$ cat src/rtl/pwm_pkg.sv
// pwm_pkg: shared widths and constants for the PWM peripheral.
package pwm_pkg;
   localparam int PWM_CNT_W = 8;
   localparam logic [PWM_CNT_W-1:0] DUTY_FULL = 8'hFF;
   localparam int NUM_OUT = 16;
endpackage

$ cat src/rtl/pwm_tick_gen.sv
// pwm_tick_gen: free-running prescaler, tick high for one clk every PRESCALE clks.
module pwm_tick_gen #(
   parameter int PRESCALE = 13
) (
   input  logic clk,
   input  logic rst,
   output logic tick
);
   localparam int W = (PRESCALE > 1) ? $clog2(PRESCALE) : 1;
   logic [W-1:0] pre_q, pre_d;
   always_comb begin
      tick  = (pre_q == W'(PRESCALE - 1));
      pre_d = tick ? '0 : pre_q + 1'b1;
   end
   always_ff @(posedge clk) begin
      if (rst) pre_q <= '0;
      else     pre_q <= pre_d;
   end
endmodule

$ cat src/rtl/pwm_peripheral.sv
// pwm_peripheral: shared 8-bit PWM with period-aligned duty shadow, gated onto 16 outputs.
module pwm_peripheral
   import pwm_pkg::*;
#(
   parameter int PRESCALE = 13
) (
   input  logic               clk,
   input  logic               rst,
   input  logic [7:0]         en_reg_out_7_0,
   input  logic [7:0]         en_reg_out_15_8,
   input  logic [7:0]         en_reg_pwm_7_0,
   input  logic [7:0]         en_reg_pwm_15_8,
   input  logic [7:0]         pwm_duty_cycle,
   output logic [NUM_OUT-1:0] out,
   output logic               period_start
);
   logic                 tick, wrap, pwm_lvl, ps_q;
   logic [PWM_CNT_W-1:0] cnt_q, cnt_d, duty_q, duty_d;
   logic [NUM_OUT-1:0]   oe, pe, out_q, out_d;
   pwm_tick_gen #(.PRESCALE(PRESCALE)) u_tick (
      .clk  (clk),
      .rst  (rst),
      .tick (tick)
   );
   // The shadow reloads on the same edge cnt wraps, so a period never mixes duties.
   always_comb begin
      wrap    = tick && (cnt_q == '1);
      cnt_d   = tick ? cnt_q + 1'b1 : cnt_q;
      duty_d  = wrap ? pwm_duty_cycle : duty_q;
      pwm_lvl = (duty_q == DUTY_FULL) || (cnt_q < duty_q);
      oe      = {en_reg_out_15_8, en_reg_out_7_0};
      pe      = {en_reg_pwm_15_8, en_reg_pwm_7_0};
      out_d   = oe & (~pe | {NUM_OUT{pwm_lvl}});
   end
   always_ff @(posedge clk) begin
      if (rst) begin
         cnt_q  <= '0;
         duty_q <= '0;
         out_q  <= '0;
         ps_q   <= 1'b0;
      end else begin
         cnt_q  <= cnt_d;
         duty_q <= duty_d;
         out_q  <= out_d;
         ps_q   <= wrap;
      end
   end
   assign out          = out_q;
   assign period_start = ps_q;
endmodule

$ cat config.mk
export PLATFORM = sky130hd
export DESIGN_NAME = pwm_peripheral
export DESIGN_NICKNAME = d
export VERILOG_FILES = /design/src/rtl/pwm_pkg.sv /design/src/rtl/pwm_tick_gen.sv /design/src/rtl/pwm_peripheral.sv
export SDC_FILE = /design/constraint.sdc
export NUM_CORES = 1
export LEC_CHECK = 0
export CAP_MARGIN = 30
export CORE_MARGIN = 1
export CORE_UTILIZATION = 38
export DETAILED_ROUTE_END_ITERATION = 12
export PLACE_DENSITY = 0.72
export SETUP_SLACK_MARGIN = 0.15
export SYNTH_ARGS = -nofsm -noshare
export SYNTH_HDL_FRONTEND = slang
export SYNTH_SLANG_ARGS = --single-unit
$ cat constraint.sdc
create_clock -name clk -period 2.1 [get_ports clk]
set_input_delay 0.21 -clock clk [delete_from_list [all_inputs] [get_ports clk]]
set_output_delay 0.21 -clock clk [all_outputs]
set_load 0.01 [all_outputs]
======== Word-level counts from Yosys, hierarchy flattened ========
Cells that the tools add are included.
W data, S select, Z words.
cells by class
  add/subtract/negate cells ............... 2
  multiply operators ...................... 0
  div/mod/pow operators ................... 0
  $lt $le $gt $ge ......................... 1
  equal/unequal tests ..................... 3
  shift-type cells ........................ 0
  multiplexer cells ....................... 0
  bitwise logic cells ..................... 3
  reduce and logical (&&, ||, !) cells .... 3
operator list
  operator               number
  $and A16 B16 Y16       1
  $eq A8 B8 Y1 const B   2
  $not A16 Y16           1
  $or A16 B16 Y16        1
  $add A8 B1 Y8 const B  1
  $lt A8 B8 Y1           1
  $add A4 B1 Y4 const B  1
  $eq A4 B4 Y1 const B   1
  $reduce_or A2 Y1       1
  $logic_and A1 B1 Y1    1
  $logic_or A1 B1 Y1     1
storage, ports and cells
  register bits after elaboration ......... 37
  latch bits .............................. 0
  bits in writable memories ............... 0
  memory bits (read-only) ................. 0
  input port bits ......................... 42
  logic and storage cells ................. 17
  memories ................................ 0

======== Logic depth before layout (Yosys ltp) ========
Gate-level depths: netlist (run 1).
  depth in word-level cells ............... 4
  gate-level depth with buffers ........... 7

======== Cells and area by module ========
From an unflattened synthesis (run 1), not the netlist that was laid out.
second synthesis, totals
  cell total of the unflattened synthesis .. 162
  area total of the unflattened synthesis .. 1639.1 um2
modules (own cells, without submodules)
  module          instances  cells an instance  area an instance (um2)  sequential area each (um2)
  pwm_peripheral  1          143                1461.4                  660.6
  pwm_tick_gen    1          19                 177.7                   80.1

======== Worst setup path after synthesis (run 1) ========
Ideal clock, no wire load.
  path kind ............................... register -> register
  from .................................... register duty_q[7]
  to ...................................... register out_q[10] (netlist: out[10])
  setup time .............................. 0.116 ns
  data arrival time ....................... 1.585 ns
  data required time ...................... 1.984 ns
  path slack .............................. 0.399 ns
  cell stages (with the launch flop) ...... 8
  buffers on the path ..................... 1
  clock period less this slack ............ 1.701 ns
  cells stage by stage .................... dfxtp_1 > inv_1 > ha_1 > and4_2 > o21ai_2 > o32ai_2 > buf_6 > a21oi_1
on the way
  longest elaborated chain between the ends .. 4
  elaborated cells on any way between the ends .. 5
  classes of those cells .................. 1 x order compare; 1 x eq/ne; 2 x bitwise; 1 x reduce/logical
RTL lines
  item                                                 line                  RTL
  start: declaration                                   pwm_peripheral.sv:18  logic [PWM_CNT_W-1:0] cnt_q, cnt_d, duty_q, duty_d;
  start signal: assignment                             pwm_peripheral.sv:43  duty_q <= duty_d;
  $lt A8 B8 Y1 / $eq A8 B8 Y1 (equally long branches)  pwm_peripheral.sv:30  pwm_lvl = (duty_q == DUTY_FULL) || (cnt_q < duty_q);
  $logic_or A1 B1 Y1 (*)                               pwm_peripheral.sv:30
  $or A16 B16 Y16 (*)                                  pwm_peripheral.sv:33  out_d = oe & (~pe | {NUM_OUT{pwm_lvl}});
  $and A16 B16 Y16 (*)                                 pwm_peripheral.sv:33
  end signal: assignment                               pwm_peripheral.sv:44  out_q <= out_d;
  end: declaration                                     pwm_peripheral.sv:19  logic [NUM_OUT-1:0] oe, pe, out_q, out_d;
Mark *: on every way between the ends. The rest lies on a longest branch, timed or not.
A chain may end at the register's enable or synchronous reset.

======== Final worst setup path (run 1) ========
  from .................................... register duty_q[7]
  to ...................................... register out_q[3] (netlist: out[3])
Same word-level chain as after synthesis.

==> metrics, run 1 <==
status=completed; # DRC=0; complex-gate fraction of the synthesized area=0.122; final hold vios=0; share of cells above drive strength 1=0.0711; WP data required=2.27 ns; CTS tree=built; GRT overflow=0; final antenna-violating net count=0; RSZ-0062 raised after global routing=no; Die Ht=66.6 µm; post-layout util=0.576; Post-Synth Simple-Gate Area=0.197; diode count=0; clk_lat worst skew=0.28 ns; WS Path Type=reg2reg; minimum clock period=1.67 ns; combinational family with the most area after synthesis=simple AND/OR/NAND/NOR gates; initial antenna violation count=0; VDD IR max=0.367 mV; fin. max-slew vios=0; nets@finish=277; CTS Buf Count=5; Worst-path clk slew=0.07 ns; Min-Delay Path Class=in2reg; DR pass1 iterations=4; Layout fillers=346; Post-synth ARST share=0; Die ar.=4430 µm²; syn_area_per_cell=9.67 µm²; Root Driver=clkbuf_8; post-DR wirelength/cell=11.3 µm; Post-CTS Hold Fix Bufs=0; number of port buffers=58; cell area after synthesis=1590 µm²; CTS max path bufs=2; Fin Hold WS=0.464 ns; final setup TNS=0 ns; register area=741 µm²; count of different cell masters after synthesis=30; multi-input logic area=772 µm²; # rows=23; CP max FO=16; number of synthesized flops with an enable pin=0; IO Pins=59; cell area after placement=2220 µm²; vias per inst=4.76; Clock Sink Count=37; Top FF cell, synth=dfxtp_1; DRT Wirelength=3120 µm; multiplexer area fraction after synthesis=0.0505; register area share after synthesis=0.467; Pwr Density=596 nW/µm²; Synth Area in Adders=0.0789; clk_skew=0.00582 ns; f_max=597 MHz; htree depth=2; Finished Cell Area=2310 µm²; max-cap violation count=0; Initial Util=0.396; Setup violations, final=0; first-pass GRT wire length=5450 µm; GRT Overall Usage=0.168; Post-CTS Setup Inserts=0; Slew HR=0.781; largest net degree at the start of global routing=38; DP HPWL=2340 µm; final worst-path cycle share=0.797; vias in the first global route=1277; Leakage=0.000913 µW; Critical Path End Type=register; Die Wd=66.6 µm; Critical Path Start Type=register; Worst Tran Pin Value=0.328 ns; RD Place Congestion=0.774; CP arrival=1.85 ns; post-CTS sizing=0; Initial DRC Count=54; area grow syn2layout=45.5%; DR vias=1309; Syn. warnings=0; post-synthesis register bit count=37; Cells after Synth=164; core box area=4000 µm²; Synth Area in XOR/XNOR=0.0387; Mapped Nets=216
critical path, cell delays in order (launching register included):
cell and delay (ns):
dfxtp_1 0.35, inv_1 0.05, ha_1 0.30, and4_2 0.23, o21ai_2 0.06, o32ai_2 0.25, buf_4 0.24, a21oi_1 0.09
stage by stage:
stage | power (µW) | setup slack (ns) | cells
after global routing | 1440 | 0.289 | 275
after CTS | 1390 | 0.397 | 275
after global placement | 892 | 0.443 | 268
final | 1370 | 0.426 | 275
after floorplan | 785 | 0.399 | 164
after detailed placement | 893 | 0.415 | 268
state kept, by name, summed over array words and instances, names as in the netlist:
register      cells
duty_q            8
u_tick.pre_q      4
out              16
cnt_q             8
period_start      1
final timing paths:
kind / from / endpoint / slack [ns] / depth (start not counted)
max: duty_q[7] / out[3] / 0.43 / 7
min: en_reg_out_15_8[3] / out[11] / 0.46 / 3
max reg2reg: duty_q[7] / out[3] / 0.43 / 7
min reg2reg: u_tick.pre_q[0] / u_tick.pre_q[0] / 0.51 / 1
synth_stat cells (2+ instances only):
master    count  share of area
nor2_1       17          0.040
nor3_1        3         0.0095
nor3b_1       2         0.0095
nand4_1       3          0.012
xor2_1        2          0.011
and4_1        2          0.011
clkbuf_1      5          0.012
a21oi_1      21          0.066
and3_1        2         0.0079
nand2b_1     16          0.063
inv_1        10          0.024
ha_1         10          0.079
nand3_1       4          0.013
mux2i_1       8          0.051
o21ai_0       2         0.0063
nand2_1       3         0.0071
dfxtp_1      37           0.47
xnor2_1       5          0.028
layout make-up:
class                      instances  share of cell area
clock buffer                       6              0.0358
clock inverter                     1             0.00326
inverter                          10              0.0163
multi-input combinational        110               0.335
sequential                        37               0.321
tap                               50              0.0271
timing repair buffer              61               0.262
cell usage in the layout, fill, tap and decap left out, types with 4 or more instances in the layout:
master / instances
clkbuf_8: 6
nand2b_1: 16
inv_1: 10
ha_1: 10
clkdlybuf4s50_1: 58
dfxtp_1: 37
nand3_1: 4
mux2i_1: 8
a21oi_1: 21
xnor2_1: 5
nor2_1: 17
kinds of logic (layout without fill, tap and decap cells):
group | after synthesis | in the layout
flip-flops | 37 | 37
adder cells (fa/ha/maj) | 10 | 10
XOR/XNOR | 7 | 7
buffers and inverters | 17 | 78
multiplexers | 8 | 8
AND/OR/NAND/NOR | 56 | 56
AO/OA/AOI/OAI | 29 | 29
power breakdown:
part | total (µW) | internal [µW] | switching, µW
clock network | 497 | 259 | 238
logic | 149 | 105 | 43.9
registers | 727 | 719 | 7.79
total | 1370 | 1080 | 290
routing by layer:
layer	global-route usage	vias up	routed length [µm]
met5	0	-	0
met4	0.0984	0	75
met3	0.103	8	416
met2	0.245	53	1400
met1	0.185	569	1230
li1	-	679	-
Power figures use the tool's default switching activity.
==> run 2, diff against run 1 <==
--- a/config.mk
+++ b/config.mk
@@ -9,7 +9,7 @@
 export CORE_MARGIN = 1
 export CORE_UTILIZATION = 38
 export DETAILED_ROUTE_END_ITERATION = 12
-export PLACE_DENSITY = 0.72
+export PLACE_DENSITY = 0.75
 export SETUP_SLACK_MARGIN = 0.15
 export SYNTH_ARGS = -nofsm -noshare
 export SYNTH_HDL_FRONTEND = slang
==> constraint.sdc (replaced) <==
create_clock -name clk -period 1.4 [get_ports clk]
set_input_delay 0.14 -clock clk [delete_from_list [all_inputs] [get_ports clk]]
set_output_delay 0.14 -clock clk [all_outputs]
set_load 0.01 [all_outputs]
==> run 2 against run 1 <==
First-iteration DRC count fell by 19%. Clock skew is 0.0015 ns higher. Critical path type unchanged. Largest cell class unchanged. Final cell count grew 9.5%. The flow now finishes with violations (negative setup slack). Global-route usage increased by 2.7 points. Sequential share of layout area down 4.4 points.
==> metrics, run 2 (same netlist as run 1, synthesis figures left out) <==
final hold vios=0; Worst-path clk slew=0.08 ns; post-DR wirelength/cell=13.5 µm; area grow syn2layout=70.9%; DR vias=1492; Die Ht=66.6 µm; final worst-path cycle share=1.12; post-layout util=0.677; Die Wd=66.6 µm; Die ar.=4430 µm²; # DRC=0; DP HPWL=2700 µm; Critical Path Start Type=register; R2R depth=6; core box area=4000 µm²; combinational group share of total power=0.119; Crit Reg-Reg Endpoint=out[1]; Post-CTS Hold Fix Bufs=0; htree depth=2; WP data required=1.62 ns; Switching Share=0.216; CP arrival=1.79 ns; clk_lat worst skew=0.29 ns; Clock power frac=0.378; R2R Setup Slk=-0.17 ns; Critical Path End=out[1]; DR pass1 iterations=4; Root Driver=clkbuf_8; diode count=0; status=complete, but fails checks; most common cell after layout, fill and taps aside=clkdlybuf4s50_1; Setup violations, final=26; Met3 Wirelength=395 µm; clk_skew=0.00731 ns; WS Path Type=reg2reg; switching power=470 µW; Clock Sink Count=37; met2 wire len=2000 µm; Initial DRC Count=44; failing checks=negative setup slack; Initial Util=0.396; Slew HR=0.790; minimum clock period=1.57 ns; Critical Path End Type=register; CTS Buf Count=5; f_max=636 MHz; number of port buffers=58; share of cells above drive strength 1=0.291; IO Pins=59; nets@finish=302; sequential power share=0.503; RR Startpoint=cnt_q[3]; first-pass GRT wire length=6330 µm; vias per inst=4.96; Leakage=0.00117 µW; final setup TNS=-2.85 ns; largest net degree at the start of global routing=38; initial antenna violation count=0; GRT Overall Usage=0.195; fin. max-slew vios=0; max-cap violation count=0; Min-Delay Path Class=in2reg; Worst Tran Pin Value=0.315 ns; GRT overflow=0; final worst slack=-0.172 ns; vias in the first global route=1442; DRT Wirelength=4050 µm; commonest cells after routing, fill and taps aside=41 x clkdlybuf4s50_1, 28 x dfxtp_1, 20 x a21oi_1; Pwr Density=801 nW/µm²; met1 WL=1490 µm; CTS tree=built; final antenna-violating net count=0; CP max FO=16; Fin Hold WS=0.388 ns; VDD IR max=0.549 mV; RSZ-0062 raised after global routing=yes; RD Place Congestion=0.743; Critical Path Start=cnt_q[3]; total internal power=1700 µW; CTS max path bufs=2; uppermost routed layer=met4; max reg flops=16; # rows=23
[run 2: worst min-delay path by stage]
stage                       from              end  slack [ns]  depth (start not counted)
6_report       en_reg_out_7_0[2]           out[2]        0.39                          3
5_1_grt        en_reg_out_7_0[0]           out[0]        0.39                          3
4_1_cts        en_reg_out_7_0[0]           out[0]        0.38                          3
3_5_place_dp     u_tick.pre_q[0]  u_tick.pre_q[0]        0.51                          2
3_3_place_gp     u_tick.pre_q[3]  u_tick.pre_q[3]        0.51                          2
2_1_floorplan  en_reg_pwm_7_0[0]           out[0]        0.23                          1
[run 2: worst max-delay path, stage by stage, from the launching register on]
cell and delay [ns]:
dfxtp_1 0.46, ha_1 0.28, o21a_1 0.11, nor2_1 0.21
o32ai_4 0.14, buf_12 0.16, a21oi_1 0.14
[run 2: final cells by class]
type                       instances  area, µm²
timing repair buffer              86        821
sequential                        37        752
clock buffer                       7       96.3
clock inverter                     1       5.00
fill                             309       1290
tap                               50       62.6
multi-input combinational        110        935
inverter                          10       37.5
[run 2: power by group through the flow]
stage	clock, µW	sequential (µW)	combinational [µW]
floorplan	0	1120	61.0
global placement	0	1110	241
detailed placement	0	1120	242
CTS	834	1090	244
global route	892	1090	282
finish	820	1090	258
[run 2: routing by layer]
layer | vias to the layer above | global-route usage
met4 | 0 | 0.101
met2 | 67 | 0.327
li1 | 731 | -
met5 | - | 0
met1 | 679 | 0.200
met3 | 15 | 0.0942
[run 2: timing repair]
action                                  CTS  global route
gates resized for setup                  26            20
endpoints found under the setup margin   44            32
pin swaps                                 7            12
setup buffers                             5             3
[run 2: stage by stage]
| stage | total power, µW | instances | setup slack, ns | cell area, µm² |
|---|---|---|---|---|
| finish | 2170 | 301 | -0.172 | 2710 |
| global route | 2270 | 301 | -0.276 | 2710 |
| CTS | 2170 | 298 | -0.191 | 2590 |
| detailed placement | 1360 | 285 | -0.192 | 2430 |
| global placement | 1350 | 285 | -0.142 | 2430 |
| floorplan | 1190 | 164 | -0.173 | 1660 |
